## src/rtl/seq_adder_32bit_if.sv

```systemverilog
// Handshake and operand/result bundle for the byte-serial adder.
// The master issues start with operands; the slave returns the result and status.
interface seq_adder_32bit_if #(
  parameter int WIDTH = 32
);
  logic             start;
  logic [WIDTH-1:0] A;
  logic [WIDTH-1:0] B;
  logic             Cin;
  logic [WIDTH-1:0] Sum;
  logic             Cout;
  logic             Ovf;
  logic             busy;
  logic             done;

  modport master (
    output start, A, B, Cin,
    input  Sum, Cout, Ovf, busy, done
  );

  modport slave (
    input  start, A, B, Cin,
    output Sum, Cout, Ovf, busy, done
  );
endinterface

```

## src/rtl/seq_adder_32bit.sv

```systemverilog
// Multi-cycle adder: one SLICE-bit adder is reused over NSLICE cycles, LSB slice
// first, with the inter-slice carry held in a register. The result registers
// only update when the last slice completes, so no partial sum is ever visible.
module seq_adder_32bit #(
  parameter int WIDTH = 32,
  parameter int SLICE = 8
) (
  input logic            clk,
  input logic            rst,
  seq_adder_32bit_if.slave bus
);

  localparam int NSLICE = WIDTH / SLICE;
  localparam int IDXW   = (NSLICE > 1) ? $clog2(NSLICE) : 1;
  localparam logic [IDXW-1:0] LAST_IDX = IDXW'(NSLICE - 1);

  typedef enum logic [1:0] {
    IDLE,
    RUN,
    DONE
  } state_t;

  state_t           state;
  state_t           state_next;
  logic [WIDTH-1:0] op_a;
  logic [WIDTH-1:0] op_b;
  logic [WIDTH-1:0] acc;
  logic [WIDTH-1:0] acc_next;
  logic             carry;
  logic [IDXW-1:0]  idx;
  logic [SLICE:0]   slice_res;
  logic             last_slice;
  logic [WIDTH-1:0] sum_q;
  logic             cout_q;
  logic             ovf_q;

  // The single shared slice adder and the accumulator with the current slice merged in.
  always_comb begin
    slice_res  = {1'b0, op_a[idx*SLICE +: SLICE]} + {1'b0, op_b[idx*SLICE +: SLICE]}
               + {{SLICE{1'b0}}, carry};
    acc_next   = acc;
    acc_next[idx*SLICE +: SLICE] = slice_res[SLICE-1:0];
    last_slice = (idx == LAST_IDX);
  end

  // State register.
  // NOTE: sequential state is written with <= so every flop samples pre-edge values.
  always_ff @(posedge clk or posedge rst) begin
    if (rst) state <= IDLE;
    else     state <= state_next;
  end

  // Next-state decode and Moore status outputs.
  // NOTE: every output of this block gets a default first so no path infers a latch.
  always_comb begin
    state_next = state;
    bus.busy   = 1'b0;
    bus.done   = 1'b0;
    unique case (state)
      IDLE: if (bus.start) state_next = RUN;
      RUN: begin
        bus.busy = 1'b1;
        if (last_slice) state_next = DONE;
      end
      DONE: begin
        bus.busy   = 1'b1;
        bus.done   = 1'b1;
        state_next = IDLE;
      end
      default: state_next = IDLE;
    endcase
  end

  // Operand capture, per-slice accumulation and final result registration.
  // NOTE: all datapath registers are reset so an aborted run leaves no stale operands behind.
  always_ff @(posedge clk or posedge rst) begin
    if (rst) begin
      op_a   <= '0;
      op_b   <= '0;
      acc    <= '0;
      carry  <= 1'b0;
      idx    <= '0;
      sum_q  <= '0;
      cout_q <= 1'b0;
      ovf_q  <= 1'b0;
    end else begin
      case (state)
        IDLE: begin
          if (bus.start) begin
            op_a  <= bus.A;
            op_b  <= bus.B;
            carry <= bus.Cin;
            acc   <= '0;
            idx   <= '0;
          end
        end
        RUN: begin
          acc   <= acc_next;
          carry <= slice_res[SLICE];
          idx   <= idx + 1'b1;
          if (last_slice) begin
            sum_q  <= acc_next;
            cout_q <= slice_res[SLICE];
            ovf_q  <= (op_a[WIDTH-1] == op_b[WIDTH-1]) && (acc_next[WIDTH-1] != op_a[WIDTH-1]);
          end
        end
        default: ;
      endcase
    end
  end

  assign bus.Sum  = sum_q;
  assign bus.Cout = cout_q;
  assign bus.Ovf  = ovf_q;

endmodule

```

## src/flat_wrapper.sv

```systemverilog
// flat-port wrapper written by rule: the top's interface ports become plain ports
module seq_adder_32bit_flat 
#(
  parameter int WIDTH = 32,
  parameter int SLICE = 8
)
  (clk, rst, bus_start, bus_A, bus_B, bus_Cin, bus_Sum, bus_Cout, bus_Ovf, bus_busy, bus_done);
  seq_adder_32bit_if #(.WIDTH(WIDTH)) bus_i ();
  input logic clk;
  input logic rst;
  input wire logic [$bits(bus_i.start)-1:0] bus_start;
  input wire logic [$bits(bus_i.A)-1:0] bus_A;
  input wire logic [$bits(bus_i.B)-1:0] bus_B;
  input wire logic [$bits(bus_i.Cin)-1:0] bus_Cin;
  output wire logic [$bits(bus_i.Sum)-1:0] bus_Sum;
  output wire logic [$bits(bus_i.Cout)-1:0] bus_Cout;
  output wire logic [$bits(bus_i.Ovf)-1:0] bus_Ovf;
  output wire logic [$bits(bus_i.busy)-1:0] bus_busy;
  output wire logic [$bits(bus_i.done)-1:0] bus_done;
  assign bus_i.start = bus_start;
  assign bus_i.A = bus_A;
  assign bus_i.B = bus_B;
  assign bus_i.Cin = bus_Cin;
  assign bus_Sum = bus_i.Sum;
  assign bus_Cout = bus_i.Cout;
  assign bus_Ovf = bus_i.Ovf;
  assign bus_busy = bus_i.busy;
  assign bus_done = bus_i.done;
  seq_adder_32bit #(.WIDTH(WIDTH), .SLICE(SLICE)) u_core (.clk(clk), .rst(rst), .bus(bus_i));
endmodule
```

## config.mk

```make
export PLATFORM = sky130hd
export DESIGN_NAME = seq_adder_32bit_flat
export DESIGN_NICKNAME = d
export VERILOG_FILES = /design/src/rtl/seq_adder_32bit_if.sv /design/src/rtl/seq_adder_32bit.sv /design/src/flat_wrapper.sv
export SDC_FILE = /design/constraint.sdc
export NUM_CORES = 1
export LEC_CHECK = 0
export ABC_AREA = 1
export ABC_CLOCK_PERIOD_IN_PS = 4400
export BUFFER_PORTS_ARGS = -buffer_cell sky130_fd_sc_hd__buf_2
export CAP_MARGIN = 10
export CORE_MARGIN = 2
export CORE_UTILIZATION = 40
export CTS_CLUSTER_DIAMETER = 150
export CTS_CLUSTER_SIZE = 28
export DETAILED_ROUTE_END_ITERATION = 8
export GPL_TIMING_DRIVEN = 0
export PLACE_DENSITY_LB_ADDON = 0.1
export SYNTH_ARGS = -nofsm -noshare
export SYNTH_HDL_FRONTEND = slang
export SYNTH_SLANG_ARGS = --single-unit
```

## constraint.sdc

```tcl
create_clock -name clk -period 4.4 [get_ports clk]
set_input_delay 0.44 -clock clk [delete_from_list [all_inputs] [get_ports clk]]
set_output_delay 0.44 -clock clk [all_outputs]
set_load 0.005 [all_outputs]
```

Word-level counts from Yosys, hierarchy flattened
Index checks and enable logic that the tools add are counted.
{"block": "op_classes", "shifts": 4, "add_sub_neg": 4, "n_mux": 12, "n_eq_ne": 7, "n_reduce_logical": 8}
{"operator": "one-hot mux 32 bit (2 select lines)", "count": 1}
{"operator": "indexed part select 32 x 6 -> 8 bit", "count": 2}
{"operator": "negation 5 -> 34 bit", "count": 1}
{"operator": "variable shift 8 x 34 -> 32 bit (first input constant)", "count": 1}
{"operator": "indexed part select 8 x 34 -> 32 bit", "count": 1}
{"operator": "bitwise mux 32 bit", "count": 1}
{"operator": "two-way mux 32 bit", "count": 1}
{"operator": "adder 8 x 8 -> 9 bit", "count": 1}
{"operator": "adder 9 x 1 -> 9 bit", "count": 1}
{"operator": "one-hot mux 2 bit (2 select lines)", "count": 2}
{"operator": "AND reduction 2 bit", "count": 4}
{"operator": "two-way mux 2 bit", "count": 3}
{"operator": "== test 2 bit (second input constant)", "count": 2}
{"operator": "two-way mux 1 bit", "count": 3}
{"operator": "adder 2 x 1 -> 2 bit (second input constant)", "count": 1}
{"operator": "== test 2 x 1 -> 1 bit (second input constant)", "count": 1}
{"operator": "zero test 2 bit", "count": 1}
{"operator": "!= test 2 x 1 -> 1 bit (second input constant)", "count": 1}
{"operator": "!= test 2 bit (second input constant)", "count": 1}
{"operator": "one-hot mux 1 bit (2 select lines)", "count": 1}
{"operator": "nonzero test 2 bit", "count": 1}
{"operator": "OR reduction 2 bit", "count": 1}
{"operator": "== test 1 bit", "count": 1}
{"operator": "logical AND 1 bit", "count": 1}
{"operator": "!= test 1 bit", "count": 1}
{"block": "totals", "output_inout_bits": 36, "ff_bits": 135}

Logic depth before layout (Yosys ltp)
{"block": "logic_depth", "ltp_word": 7, "depth_mapped": 19}

Worst setup path after synthesis
OpenSTA, ideal clock, no wires.
{"block": "synth_path", "kind": "reg2reg", "start": "reg u_core.idx[0]", "end": "reg u_core.sum_q[30] (netlist: u_core.bus.Sum[30])", "n_path_buf": 2, "synth_period_minus_slack_ns": 2.769, "slack_ns": 1.631, "path_stages_with_launch": 20, "t_arrival_ns": 2.704, "path_cell_list": "dfrtp_1 inv_1 buf_2 clkbuf_1 nor2_1 o22ai_1 fa_1 inv_1 fa_1 inv_1 nand3_1 a21oi_2 nor2_1 nand2_2 nand2_2 nor2_4 nand3_1 nand2_1 nand2_1 nand2_1"}
{"block": "synth_between", "elab_chain_len": 5, "elab_cells_between_ends": 10}
{"element": "start, declared", "line_no": "seq_adder_32bit.sv:30", "source": "logic [IDXW-1:0] idx;"}
{"element": "start signal, assigned", "line_no": "seq_adder_32bit.sv:100", "source": "idx <= idx + 1'b1;"}
{"element": "indexed part select 32 x 6 -> 8 bit", "line_no": "seq_adder_32bit.sv:39", "source": "slice_res = {1'b0, op_a[idx*SLICE +: SLICE]} + {1'b0, op_b[idx*SLICE +: SLICE]}"}
{"element": "adder 8 x 8 -> 9 bit", "line_no": "seq_adder_32bit.sv:39"}
{"element": "adder 9 x 1 -> 9 bit", "line_no": "seq_adder_32bit.sv:40", "source": "+ {{SLICE{1'b0}}, carry};"}
{"element": "indexed part select 8 x 34 -> 32 bit", "line_no": "seq_adder_32bit.sv:42", "source": "acc_next[idx*SLICE +: SLICE] = slice_res[SLICE-1:0];"}
{"element": "bitwise mux 32 bit", "line_no": "seq_adder_32bit.sv:42"}
{"element": "end signal, assigned", "line_no": "seq_adder_32bit.sv:102", "source": "sum_q <= acc_next;"}
{"element": "end, declared", "line_no": "seq_adder_32bit.sv:33", "source": "logic [WIDTH-1:0] sum_q;"}
Several ways; a longest one is shown, not always the timed one.
A chain may end at the register's enable or synchronous reset.

Worst setup path in the final report
{"block": "layout_path", "start": "reg u_core.idx[0]", "end": "reg u_core.acc[28]"}
{"block": "layout_between", "elab_chain_len": 6, "elab_cells_between_ends": 9}
{"element": "indexed part select 32 x 6 -> 8 bit", "line_no": "seq_adder_32bit.sv:39"}
{"element": "adder 8 x 8 -> 9 bit", "line_no": "seq_adder_32bit.sv:39"}
{"element": "adder 9 x 1 -> 9 bit", "line_no": "seq_adder_32bit.sv:40"}
{"element": "indexed part select 8 x 34 -> 32 bit", "line_no": "seq_adder_32bit.sv:42"}
{"element": "bitwise mux 32 bit (*)", "line_no": "seq_adder_32bit.sv:42"}
{"element": "one-hot mux 32 bit (2 select lines) (*)", "line_no": "seq_adder_32bit.sv:87", "source": "case (state)"}
{"element": "end signal, assigned", "line_no": "seq_adder_32bit.sv:98", "source": "acc <= acc_next;"}
{"element": "end, declared", "line_no": "seq_adder_32bit.sv:27", "source": "logic [WIDTH-1:0] acc;"}
Every way passes the cells marked *; elsewhere a longest branch is shown, timed or not.

==> results.md <==
* Clock latency at the later pin of the worst-skew pair at 0.42 ns
* Fmax at 281 MHz
* Worst slew pin tran at 0.595 ns
* Clk slew on worst S/H paths at 0.06 ns
* FP Rows at 46
* Family with the most delay on the worst path: buffers and inverters
* Largest family of logic cells by synthesized area: simple AND/OR/NAND/NOR gates
* First-pass GRT wire length at 28300 um
* Register bit total from synthesis at 135
* Die width at 131 um
* Worst R2R Setup Slack at 0.84 ns
* Antenna Cells at 0
* # DRC at 0
* CP bufs+invs at 5
* Worst-path cell chain: inv_1 -> buf_2 -> clkbuf_1 -> nor2_1 -> o22ai_1 -> fa_1 -> inv_1 -> fa_1 -> inv_1 -> nand3_1 -> nand2_1 -> xor2_2 -> nand3_1 -> o22ai_1 -> nand2_1 -> o21ai_1
* Relative slew margins at 0.603
* Post-Syn Nets at 905
* WS Path Type: flip-flop to flip-flop
* Switching share of power at 0.441
* Gate power share at 0.477
* Synthesized instance count at 819
* Longest Clk Path Bufs at 2
* Design Area, Final at 7850 um^2
* Synth Area in Compound Gates at 0.101
* Mux cell area share after synthesis at 0.00174
* Critical Path Sink: u_core.acc[28]
* Final Skew at 0.00814 ns
* Power per cell area at 824 nW/um^2
* I/O pins at 104
* Port Buffers at 103
* Post-cts hold buffer count at 0
* Nets at 1028
* Clock power frac at 0.209
* Vias in the first global route at 5637
* Layout cells sized above 1 at 0.176
* Avg WL per Cell at 14.7 um
* Final worst-path cycle share at 0.809
* Cell area after synthesis at 6470 um^2
* Root Buffer: clkbuf_16
* Placed instance area at 7290 um^2
* Worst reg-to-reg path cell count at 16
* Crit-path max cell delay at 0.48 ns
* Area grow syn2layout at 21.3%
* FF-to-FF End: u_core.acc[28]
* GP Congestion at 0.816
* Crit path time final at 3.56 ns
* Via Count at 5555
* Hold Crit Class: input port to async pin
* Critical-path top delay cell: dfrtp_1
* Yosys cell types at 37
* Core Util, Final at 0.496
* Static Leak at 0.00422 uW
* Commonest cells after routing, fill and taps aside: 374 x nand2_1, 135 x dfrtp_1, 114 x buf_2, 61 x inv_1, 55 x o21ai_0
* Avg Cell Area, Syn at 7.90 um^2
* Commonest non-fill, non-tap cell in the layout: nand2_1
* Max-cap violations at 0
* Largest net degree at the start of global routing at 84
* Max Slew Vio Count at 0
* Register area share after synthesis at 0.522
* Pint at 3620 uW
* Worst-path fanout max at 10
* Drt via density at 4.75
* TritonCTS buffer count at 17
* Most frequent CP cell: inv_1
* Crit path launch: u_core.idx[0]
* Initial antenna violation count at 0
* Stages on the worst setup path at 16
* Worst vdd ir at 0.369 mV
* CTS Sinks at 135
* Iter 0 DRT Violations at 319
* H-tree levels at 4
* Hold Violations, Final at 0
* DRT Pass-1 Iters at 5
* Initial Util at 0.409
* Simple-gate share of the synthesized area at 0.268
* Die ar. at 17200 um^2
* CTS tree: done
* Switching power of the nets at 2850 uW
* Final setup fails at 0
* Status: finished, final reports clean
* WL final at 17100 um
* Reg-to-reg startpoint: u_core.idx[0]
* Post-CTS Setup Bufs at 0
* Cts repair resizes at 0
* Die Y at 131 um
* Synth Area in Adders at 0.0371
* Startpoint type of the worst setup path: flip-flop
* Worst setup EP type: flip-flop
* WP data required at 4.75 ns
* Total track usage at 0.209
* Grt ovf at 0
* Sequential share of power at 0.314
* YS warnings at 0
* RSZ-0062 raised after global routing: false
* CP arrival at 3.91 ns
* Hpwl dp at 12600 um
* Antenna Nets Post-Route at 0
* Core area at 15800 um^2
* Xor/xnor share of the synthesized area at 0.00522
## per-layer routing
metal,track usage,part of all wire
met3,0.0486,0.039
met5,0,0
met4,0.0851,0.027
met2,0.348,0.48
met1,0.263,0.46
## power groups by stage
stage	Clock, uW	Sequential, uW	Combinational, uW
after floorplan	0	1950	2160
after global placement	0	2040	3090
after detailed placement	0	2050	3100
after CTS	1370	2030	3110
after global routing	1430	2090	3490
final	1350	2030	3080
## state kept, by name, indices dropped and copies added (netlist names)
name             count
u_core.acc          32
u_core.bus.Cout      1
u_core.bus.Ovf       1
u_core.bus.Sum      32
u_core.carry         1
u_core.idx           2
u_core.op_a         32
u_core.op_b         32
u_core.state         2
## cells in the mapped netlist
cell type  number  area (um^2)
buf_2          11         55.1
clkbuf_2        1         5.00
nand4_1         3         18.8
ha_1           16          200
nand2_2         4         25.0
or2_1           1         6.26
a31oi_1         5         31.3
clkbuf_4        1         7.51
o22ai_1        35          219
a21oi_2         1         8.76
o21ai_1         7         35.0
buf_4           1         7.51
nor2_1         44          165
nor2_2          2         12.5
nor2_4          1         11.3
or2_2           1         6.26
inv_2           2         7.51
a32oi_1         2         17.5
clkbuf_1       19         71.3
o21ai_0        55          275
nand3_1        13         65.1
and2_1          1         6.26
o21ai_2         4         35.0
clkinv_1        1         3.75
buf_1           2         7.51
o21bai_1        1         7.51
xnor2_1         1         8.76
dfrtp_1       135         3380
nor3_2          1         10.0
fa_1            2         40.0
xor2_2          1         16.3
nand2_1       374         1400
a21oi_1         5         25.0
xor2_1          1         8.76
mux2_2          1         11.3
inv_1          62          233
buf_6           2         22.5
## worst min path at each step
stage,end,slack [ns],cells after the start
after floorplan,u_core.op_a[10],0.44,2
after global placement,u_core.bus.Sum[2],0.46,2
after detailed placement,u_core.bus.Sum[8],0.46,2
after CTS,u_core.state[1],0.07,2
after global routing,u_core.state[1],0.09,2
final,u_core.state[1],0.06,2
## metrics by stage
step           std cells  hold WS, ns  TNS, ns  power, uW  setup WS (ns)
3_5_place_dp        1139        0.460        0       5150          0.913
6_report            1170       0.0599        0       6460          0.842
4_1_cts             1170       0.0712        0       6510          0.897
2_1_floorplan        819        0.444        0       4120          0.349
5_1_grt             1170       0.0932        0       7010          0.548
3_3_place_gp        1138        0.459  -183.56       5130          -1.37
## cell families after synthesis
group | after synthesis
simple gates | 445
flops | 135
compound gates | 115
buf+inv | 102
fa+ha+maj | 18
xor+xnor | 3
mux | 1
## area by class of cell
| class | count | area (um^2) |
|---|---|---|
| plain buffers | 37 | 176 |
| clock buffers | 23 | 488 |
| clock inverters | 8 | 72.6 |
| fillers | 1604 | 7980 |
| inverters | 65 | 249 |
| multi-input cells | 582 | 2670 |
| flip-flops and latches | 135 | 3380 |
| well taps | 216 | 270 |
| repair buffers | 104 | 543 |
No activity file was read; power rests on OpenSTA's default activity.
